### src/rtl/inputc_mvc.sv
// Multi-VC router input channel: per-VC flit FIFOs, XY routing, wormhole lock
// and a round-robin VC selector feeding one switch request per cycle.
//
// state  | meaning
// IDLE   | no route held; a head at the front is routed, a stray body/tail is dropped
// ACTIVE | route latched in port_r; flits leave on grant until a tail is sent
module inputc_mvc #(
    parameter int NVC      = 2,
    parameter int DEPTH    = 4,
    parameter int DATAW    = 32,
    parameter int XW       = 4,
    parameter int YW       = 4,
    parameter int MY_XPOS  = 0,
    parameter int MY_YPOS  = 0,
    localparam int VW      = (NVC > 1) ? $clog2(NVC) : 1
) (
    input  logic             clk,
    input  logic             rst_,
    input  logic [DATAW-1:0] idata,
    input  logic             ivalid,
    input  logic [VW-1:0]    ivch,
    output logic [NVC-1:0]   ordy,
    output logic [NVC-1:0]   oack,
    output logic [NVC-1:0]   olck,
    input  logic [5*NVC-1:0] irdy,
    output logic             req,
    output logic [2:0]       port,
    output logic [VW-1:0]    ovch,
    input  logic             grt,
    output logic [DATAW-1:0] odata,
    output logic             ovalid,
    output logic             err
);
    localparam int AW = $clog2(DEPTH);
    localparam int CW = AW + 1;

    localparam logic [2:0] P_LOCAL = 3'd0;
    localparam logic [2:0] P_N     = 3'd1;
    localparam logic [2:0] P_E     = 3'd2;
    localparam logic [2:0] P_S     = 3'd3;
    localparam logic [2:0] P_W     = 3'd4;

    typedef enum logic {IDLE = 1'b0, ACTIVE = 1'b1} vc_state_t;

    logic [DATAW-1:0] mem [NVC][DEPTH];
    logic [AW-1:0]    wr_ptr [NVC];
    logic [AW-1:0]    rd_ptr [NVC];
    logic [CW-1:0]    count [NVC];
    vc_state_t        state [NVC];
    vc_state_t        state_nxt [NVC];
    logic [2:0]       port_r [NVC];
    logic [2:0]       port_nxt [NVC];
    logic [DATAW-1:0] front [NVC];
    logic [VW-1:0]    rr;
    logic [VW-1:0]    sel;
    logic [NVC-1:0]   push;
    logic [NVC-1:0]   pop;
    logic [NVC-1:0]   elig;
    logic [NVC-1:0]   bad_front;
    logic             send;
    logic             overflow;
    logic             bad_vch;

    function automatic logic [2:0] xy_route(input logic [XW-1:0] dx, input logic [YW-1:0] dy);
        if (int'(dx) > MY_XPOS)      return P_E;
        else if (int'(dx) < MY_XPOS) return P_W;
        else if (int'(dy) > MY_YPOS) return P_S;
        else if (int'(dy) < MY_YPOS) return P_N;
        else                         return P_LOCAL;
    endfunction

    always_comb begin
        for (int v = 0; v < NVC; v++) begin
            front[v] = mem[v][rd_ptr[v]];
            olck[v]  = (state[v] == ACTIVE);
            ordy[v]  = (count[v] != CW'(DEPTH));
        end
    end

    // A write to a full VC is dropped; an out-of-range VC number is a protocol error.
    always_comb begin
        push     = '0;
        overflow = 1'b0;
        bad_vch  = 1'b0;
        if (ivalid) begin
            if (int'(ivch) >= NVC)                bad_vch  = 1'b1;
            else if (count[ivch] == CW'(DEPTH))   overflow = 1'b1;
            else                                  push[ivch] = 1'b1;
        end
    end

    always_comb begin
        elig      = '0;
        bad_front = '0;
        for (int v = 0; v < NVC; v++) begin
            state_nxt[v] = state[v];
            port_nxt[v]  = port_r[v];
            case (state[v])
                IDLE: begin
                    if (count[v] != '0) begin
                        if (front[v][DATAW-2]) begin
                            port_nxt[v]  = xy_route(front[v][XW-1:0], front[v][XW+YW-1:XW]);
                            state_nxt[v] = ACTIVE;
                        end else begin
                            bad_front[v] = 1'b1;
                        end
                    end
                end
                ACTIVE: elig[v] = (count[v] != '0) && irdy[int'(port_r[v]) * NVC + v];
                default: state_nxt[v] = IDLE;
            endcase
        end

        req = 1'b0;
        sel = '0;
        for (int k = 0; k < NVC; k++) begin
            if (!req && elig[(int'(rr) + k) % NVC]) begin
                req = 1'b1;
                sel = VW'((int'(rr) + k) % NVC);
            end
        end

        send   = req & grt;
        port   = req ? port_r[sel] : 3'd0;
        ovch   = req ? sel : '0;
        ovalid = send;
        odata  = send ? front[sel] : '0;
        pop    = bad_front;
        if (send) begin
            pop[sel] = 1'b1;
            if (front[sel][DATAW-1]) state_nxt[sel] = IDLE;
        end
        oack = pop;
    end

    always_ff @(posedge clk) begin
        if (rst_) begin
            for (int v = 0; v < NVC; v++) begin
                wr_ptr[v] <= '0;
                rd_ptr[v] <= '0;
                count[v]  <= '0;
                state[v]  <= IDLE;
                port_r[v] <= P_LOCAL;
            end
            rr  <= '0;
            err <= 1'b0;
        end else begin
            for (int v = 0; v < NVC; v++) begin
                if (push[v]) wr_ptr[v] <= wr_ptr[v] + 1'b1;
                if (pop[v])  rd_ptr[v] <= rd_ptr[v] + 1'b1;
                case ({push[v], pop[v]})
                    2'b10:   count[v] <= count[v] + 1'b1;
                    2'b01:   count[v] <= count[v] - 1'b1;
                    default: count[v] <= count[v];
                endcase
                state[v]  <= state_nxt[v];
                port_r[v] <= port_nxt[v];
            end
            if (send) rr <= (int'(sel) == NVC - 1) ? '0 : sel + 1'b1;
            if (overflow || bad_vch || (|bad_front)) err <= 1'b1;
        end
    end

    always_ff @(posedge clk) begin
        for (int v = 0; v < NVC; v++) begin
            if (push[v]) mem[v][wr_ptr[v]] <= idata;
        end
    end

endmodule

### config.mk
export PLATFORM = sky130hd
export DESIGN_NAME = inputc_mvc
export DESIGN_NICKNAME = d
export VERILOG_FILES = /design/src/rtl/inputc_mvc.sv
export SDC_FILE = /design/constraint.sdc
export NUM_CORES = 1
export LEC_CHECK = 0
export CAP_MARGIN = 20
export CORE_UTILIZATION = 52
export DETAILED_ROUTE_END_ITERATION = 10
export GPL_TIMING_DRIVEN = 0
export PLACE_DENSITY = 0.82
export SLEW_MARGIN = 20
export SYNTH_ARGS = -nofsm -noshare
export SYNTH_HDL_FRONTEND = slang
export SYNTH_SLANG_ARGS = --single-unit
### constraint.sdc
create_clock -name clk -period 3.1 [get_ports clk]
set_clock_uncertainty 0.15 [all_clocks]
set_input_delay 0.31 -clock clk [delete_from_list [all_inputs] [get_ports clk]]
set_output_delay 0.31 -clock clk [all_outputs]
set_load 0.01 [all_outputs]
==> results.md, run 1 <==
- Multi-input gate area in the final layout: 0.00275 sq mm
- Internal power: around 8 mW
- Setup CP Type: flip-flop to flip-flop
- Layout filler cell count: 1401
- Netlist cell types: 43
- Post-Place Setup Slack: -725 ps
- Switching Power: 3.07 mW
- GR Layer Usage met3: 0.0390
- Clk sinks: around 280
- Register share of total power: 0.420
- Leakage: about 4.6 nW
- GRT Util Overall: 0.238
- CP endpoint kind: flip-flop
- Synth top area share: 0.731
- CORE AREA: 0.0210 sq mm
- Met1 Track Usage GR: 0.307
- Crit path required time: about 3200 ps
- Clock network power share: 0.293
- Final Cycle Share: 1.03
- Router iterations before antenna repair: 4
- Peak Freq: 314 MHz
- Combinational share of power: 0.287
- Register area share after synthesis: 0.745
- Fraction of registers with async set/reset: 0
- Maximum capacitance violations: 0
- Worst Tran Pin Value: 710 ps
- Initial DRC Count: around 420
- CP max FO: 6
- Vias in the first global route: a little over 6000
- Die height: 148 um
- Post-Syn Nets: between 500 and 600
- PortBufs: 88
- Pwr/cell area: between 700 and 800 mW/mm^2
- Worst setup margin: -85.7 ps
- Worst Setup Start Kind: flip-flop
- Layout Nets: around 730
- Most frequent cells in the layout: edfxtp_1 (270), mux4_2 (66), clkdlybuf4s50_1 (54)
- Final Power: ~11 mW
- #FFs+latches synth: 278
- Congestion Overflow GR: 0
- Failing checks: setup timing
- Primary FF master, synth: edfxtp_1
- Antenna viol nets, final: 0
- Final hold vios: 0
- Share of cells above drive strength 1: 0.331
- WL final: roughly 25 mm
- Area growth syn-to-layout: 23.4%
- Worst IR Drop VDD: 0.000533 V
- CTS tree: built
- Hpwl dp: 15.3 mm
- Slew Viols, Final: 0
- Post-synth top area cell: edfxtp_1
- Cells after Synth: roughly 530
- Num CTS Buffers: 28
- IO Pins: 92
- Largest net degree at the start of global routing: 24
- Initial Util: 0.529
- Avg WL per Cell: roughly 26 um
- Post-layout util: 0.654
- Yosys warns: 0
- Outcome: complete, but fails checks
- Most common cell after layout, fill and taps aside: edfxtp_1
- First-pass GRT wire length: around 37 mm
- Final min period: 3190 ps
- GP Congestion: 0.830
- Register Area: 0.00827 sq mm
- Switching Fraction: 0.280
- RSZ-0062 raised after global routing: true
- Worst-Skew Late Latency: around 530 ps
- Die X: 148 um
- Area contributors post-synth: edfxtp_1 (73%), mux4_2 (13%), ha_1 (1.7%)
- Met2 track demand over resource: 0.418
- Relative slew margins: 0.527
- Worst Path Arrival: 3320 ps
- Via count: 5892
- CTS Buffer Depth: 3
- Hold/Removal Path Class: input port to flip-flop
- Die area: 0.0219 sq mm
- Final hold slack: between 300 and 400 ps
- EDFF count, synth: 270
- Setup TNS: -117 ps
- Final setup viols: 3
- Clock root buffer master: clkbuf_16
- Placement Rows: between 50 and 60
- Synthesized area per cell: between 20 and 25 sq um
- Initial antenna violation count: 3
- Busiest layer in global routing: met2
- Synthesized area: 0.0111 sq mm
- CTS H-tree depth: 1
- Clock Pin Slew Worst Setup and Hold Paths: 60 ps
- DRC: 0
- Via-per-instance ratio: 6.09
## cell families (layout without fill, tap and decap cells)
family          count (synthesis)  count (layout)  share of synthesized area
flops                         278             278                      0.745
mux                            70              70                      0.138
simple gates                   61              61                     0.0312
compound gates                 60              60                     0.0457
buf+inv                        39             202                     0.0180
fa+ha+maj                      16              16                     0.0187
xor+xnor                        4               4                    0.00316
other cells                     1               2                   0.000338
## cell usage after synthesis, types with 2 or more instances
cell type  instances
a2111oi_0          2
a22o_1            19
dfxtp_1            8
nor3_1            10
and2_1            10
o21ai_0            4
a221oi_1           3
a22o_2            15
inv_1             15
or4_1              2
ha_1              15
nand3b_1           3
mux2i_1            3
or3_1              3
nand3_1            2
or3b_2             2
mux4_2            66
xnor2_1            3
nor4_2             2
buf_2             10
buf_6              5
a211oi_1           3
a21oi_1            8
edfxtp_1         270
nand2_1            5
or2_2              2
nor2_1            16
clkbuf_1           8
## stage by stage
step / instances / cell area, sq um
final: 968 / 13700
after detailed placement: 900 / 12600
after floorplan: 529 / 11100
after CTS: 961 / 13600
after global routing: 967 / 13700
after global placement: 892 / 12300
## critical path, cell delays in order, from the launching register on
cell      delay [ps]
edfxtp_1         410
inv_2            110
ha_4             150
or2b_4           270
and3_4           200
a211oi_4         240
buf_12           170
buf_8            140
or2_4            140
ha_4             150
nand2_4           60
fa_2             340
xor2_1           190
xnor2_1          160
nor2_1            60
## power groups by stage
| stage | Clock, mW | Combinational [mW] | Sequential [mW] |
|---|---|---|---|
| 2_1_floorplan | 0 | 1.87 | 4.62 |
| 3_3_place_gp | 0 | 2.70 | 4.65 |
| 3_5_place_dp | 0 | 2.81 | 4.67 |
| 4_1_cts | 3.24 | 3.05 | 4.58 |
| 5_1_grt | 3.37 | 3.35 | 4.61 |
| 6_report | 3.20 | 3.14 | 4.59 |
## flip-flops by register name, summed over array words and instances (netlist names)
| signal | flops |
|---|---|
| count | 6 |
| err | 1 |
| mem | 256 |
| port_r | 4 |
| rd_ptr | 4 |
| rr | 1 |
| state | 2 |
| wr_ptr | 4 |
## final timing paths
kind	from	to	slack [ps]	cells after the start
max	count[1][1]$_DFFE_PP_	count[0][2]$_SDFFCE_PN0P_	-90	14
min	idata[28]	mem[0][28]$_DFFE_PP_	350	1
max reg2reg	count[1][1]$_DFFE_PP_	count[0][2]$_SDFFCE_PN0P_	-90	14
min reg2reg	port_r[1][1]$_SDFFE_PP0P_	port_r[1][1]$_SDFFE_PP0P_	350	2
## routing by layer
layer | share of wire | vias up
met5 | 0.00047 | -
met4 | 0.026 | 2
met1 | 0.37 | 3057
met2 | 0.53 | 282
li1 | - | 2502
met3 | 0.076 | 49
## repair_timing
action / 4_1_cts / 5_1_grt
hold buffers: 0 / 0
pin swaps: 10 / 9
gates resized for setup: 133 / 42
endpoints found under the hold margin: 0 / 0
setup endpoints to repair: 47 / 45
cloned: 1 / 0
setup buffers: 9 / 6
## final cells by class
| type | instances | share of cell area |
|---|---|---|
| Clock inverter | 15 | 0.00859 |
| Inverter | 15 | 0.00411 |
| Clock buffer | 36 | 0.0549 |
| Sequential cell | 278 | 0.604 |
| Buffer | 24 | 0.0197 |
| Tap cell | 275 | 0.0251 |
| Timing Repair Buffer | 112 | 0.0829 |
| Antenna cell | 1 | 0.000183 |
| Multi-Input combinational cell | 212 | 0.201 |
Power figures use the tool's default switching activity.
==> run 2, diff against run 1 <==
--- a/config.mk
+++ b/config.mk
@@ -6,7 +6,8 @@
 export NUM_CORES = 1
 export LEC_CHECK = 0
 export CAP_MARGIN = 20
-export CORE_UTILIZATION = 52
+export CORE_ASPECT_RATIO = 0.5
+export CORE_UTILIZATION = 55
 export DETAILED_ROUTE_END_ITERATION = 10
 export GPL_TIMING_DRIVEN = 0
 export PLACE_DENSITY = 0.82
==> constraint.sdc (replaced) <==
create_clock -name clk -period 3 [get_ports clk]
set_clock_uncertainty 0.15 [all_clocks]
set_input_delay 0.3 -clock clk [delete_from_list [all_inputs] [get_ports clk]]
set_output_delay 0.3 -clock clk [all_outputs]
set_load 0.01 [all_outputs]
==> run 2 against run 1 <==
The flow still finishes with violations (setup timing). Sequential share of layout area is 0.29 points higher. Register-to-register slack hardly changed. Maximum frequency increased by 3.3%. Largest cell class unchanged. Critical path depth is the same. Utilization is 4.2 points higher. Via count up 1.3%. Global-route usage rose by 0.71 points.
==> results.md, run 2 (synthesis gave the netlist of run 1 again) <==
- Final hold vios: 0 (unchanged)
- Most frequent cells in the layout: edfxtp_1 (270), mux4_2 (66), clkdlybuf4s50_1 (54) (unchanged)
- Critical path's top delay family: simple AND/OR/NAND/NOR gates (unchanged)
- Crit-path cells: inv_2, ha_4, or2b_4, and3_4, a211oi_4, buf_12, buf_6, or2_4, ha_4, nand2_4, fa_2, xor2_1, xnor2_1, nor2_1 (was inv_2, ha_4, or2b_4, and3_4, a211oi_4, buf_12, buf_8, or2_4, ha_4, nand2_4, fa_2, xor2_1, xnor2_1, nor2_1)
- CTS tree: built (unchanged)
- Vias in the first global route: 6163 (was 6180)
- Maximum capacitance violations: 0 (unchanged)
- Setup TNS: -1230 ps (was -117 ps)
- GRT Util Overall: 0.245 (was 0.238)
- Clock Pin Slew Worst Setup and Hold Paths: 70 ps (was 60 ps)
- Register Area: 0.00827 sq mm (about the same)
- Hpwl dp: 14.7 mm (was 15.3 mm)
- Multi-input gate area in the final layout: 0.00276 sq mm (was 0.00275 sq mm)
- Die X: 203 um (was 148 um)
- WP buf/inv: 3 (unchanged)
- Failing checks: setup timing (unchanged)
- Slowest CP cell: edfxtp_1 (unchanged)
- Most used cell, CP: ha_4 (unchanged)
- Relative slew margins: 0.513 (was 0.527)
- Clock root buffer master: clkbuf_16 (unchanged)
- Initial antenna violation count: 0 (was 3)
- Initial Util: 0.566 (was 0.529)
- Via-per-instance ratio: 6.24 (was 6.09)
- Via count: 5967 (was 5892)
- Congestion Overflow GR: 0 (unchanged)
- Post-layout util: 0.696 (was 0.654)
- Most common cell after layout, fill and taps aside: edfxtp_1 (unchanged)
- Peak Freq: 324 MHz (was 314 MHz)
- Placement Rows: 36 (was 53)
- Slowest Stage Delay on Critical Path: 420 ps (was 410 ps)
- Avg WL per Cell: 26.2 um (about the same)
- Router iterations before antenna repair: 5 (was 4)
- CTS Buffer Depth: 3 (unchanged)
- Worst IR Drop VDD: 0.000455 V (was 0.000533 V)
- Largest net degree at the start of global routing: 27 (was 24)
- Share of cells above drive strength 1: 0.345 (was 0.331)
- WL final: 25.0 mm (was 25.3 mm)
- Final setup viols: 33 (was 3)
- CP endpoint kind: flip-flop (unchanged)
- CORE AREA: 0.0196 sq mm (was 0.0210 sq mm)
- Worst setup margin: -84.0 ps (was -85.7 ps)
- PortBufs: 88 (unchanged)
- First-pass GRT wire length: 36.7 mm (was 37.5 mm)
- Ant diodes: 0 (was 1)
- Area growth syn-to-layout: 22.9% (was 23.4%)
- Worst Setup Start Kind: flip-flop (unchanged)
- CTS H-tree depth: 1 (unchanged)
- Pwr/cell area: 824 mW/mm^2 (was 798 mW/mm^2)
- Crit path required time: 3130 ps (was 3230 ps)
- Hold/Removal Path Class: flip-flop to flip-flop (was input port to flip-flop)
- Antenna viol nets, final: 0 (unchanged)
- RSZ-0062 raised after global routing: true (unchanged)
- Slew Viols, Final: 0 (unchanged)
- Final Cycle Share: 1.03 (about the same)
- Worst Tran Pin Value: 726 ps (was 710 ps)
- Clk sinks: 278 (unchanged)
- Final min period: 3080 ps (was 3190 ps)
- Initial DRC Count: 548 (was 424)
- Outcome: complete, but fails checks (unchanged)
- Setup CP Type: flip-flop to flip-flop (unchanged)
- DRC: 0 (unchanged)
- Worst Path Arrival: 3220 ps (was 3320 ps)
- Die height: 102 um (was 148 um)
- CP max FO: 5 (was 6)
- IO Pins: 92 (unchanged)
- Final hold slack: 356 ps (was 350 ps)
- GP Congestion: 0.798 (was 0.830)
- Layout Nets: 735 (was 734)
- Post-Place Setup Slack: -745 ps (was -725 ps)
- Leakage: 4.58 nW (was 4.62 nW)
- Largest register FFs: 256 (unchanged)
- Num CTS Buffers: 24 (was 28)
- Worst-Skew Late Latency: 520 ps (was 530 ps)
- Layout filler cell count: 1122 (was 1401)
- Die area: 0.0208 sq mm (was 0.0219 sq mm)
[run 2: changes by cell type in the layout (fill, tap and decap cells not counted), moves of 3 or more]
| cell | before | now |
|---|---|---|
| clkdlybuf4s15_2 | 1 | 10 |
| buf_2 | 13 | 19 |
| clkdlybuf4s15_1 | 3 | 0 |
| clkbuf_1 | 9 | 5 |
| buf_4 | 14 | 21 |
| buf_8 | 7 | 4 |
| clkinv_1 | 6 | 3 |
| buf_16 | 8 | 3 |
| clkbuf_16 | 29 | 25 |
| buf_6 | 6 | 13 |
| clkbuf_2 | 14 | 1 |
[run 2: path summary, 6_finish.rpt]
kind | start | slack, ps | cells after the start | end
max | count[1][0]$_DFFE_PP_ | -80 | 14 | count[0][2]$_SDFFCE_PN0P_
min | port_r[1][1]$_SDFFE_PP0P_ | 360 | 2 | port_r[1][1]$_SDFFE_PP0P_
max reg2reg | count[1][0]$_DFFE_PP_ | -80 | 14 | count[0][2]$_SDFFCE_PN0P_
min reg2reg | port_r[1][1]$_SDFFE_PP0P_ | 360 | 2 | port_r[1][1]$_SDFFE_PP0P_
[run 2: through the flow]
| stage | area, sq um | total power, mW | cells |
|---|---|---|---|
| after floorplan | 11100 | 6.72 | 529 |
| after global placement | 12300 | 7.62 | 883 |
| after detailed placement | 12500 | 7.76 | 891 |
| after CTS | 13500 | 11.1 | 948 |
| after global routing | 13600 | 11.6 | 956 |
| final | 13600 | 11.2 | 956 |
[run 2: routing by layer]
metal / vias to the layer above / track usage / routed length (um)
met5: - / 0 / 0
met4: 0 / 0.0943 / 693
met3: 55 / 0.0430 / 1640
met2: 269 / 0.430 / 12800
met1: 3144 / 0.314 / 9920
li1: 2499 / - / -
[run 2: worst reg2reg max path, delay by kind of cell, from the launching register on]
| family | cells | cell delay, ps |
|---|---|---|
| xor gates and xnor gates | 2 | 330 |
| DFF | 1 | 420 |
| buffers and inverters | 3 | 360 |
| adders and majority gates | 3 | 630 |
| and+or+nand+nor | 5 | 700 |
| AOI/OAI and AO/OA | 1 | 250 |
[run 2: cell type report]
cell class              instances  share of cell area
clock buffers                  28              0.0467
flip-flops and latches        278               0.607
repair buffers                117              0.0853
plain buffers                  24              0.0184
multi-input cells             212               0.203
clock inverters                16              0.0117
well taps                     266              0.0244
inverters                      15             0.00413
[run 2: what timing repair did]
| item | 4_1_cts | 5_1_grt |
|---|---|---|
| buffers inserted | 13 | 8 |
| hold endpoints to repair | 0 | 0 |
| resized for setup | 175 | 13 |
| setup endpoints to repair | 47 | 46 |
| cloned | 0 | 0 |
| hold buffers | 0 | 0 |
| pin swaps | 9 | 14 |
[run 2: power breakdown]
| part | internal [mW] | switching (mW) |
|---|---|---|
| combinational | 1.66 | 1.67 |
| clock | 1.79 | 1.37 |
| sequential | 4.58 | 0.162 |
| total | 8.03 | 3.20 |
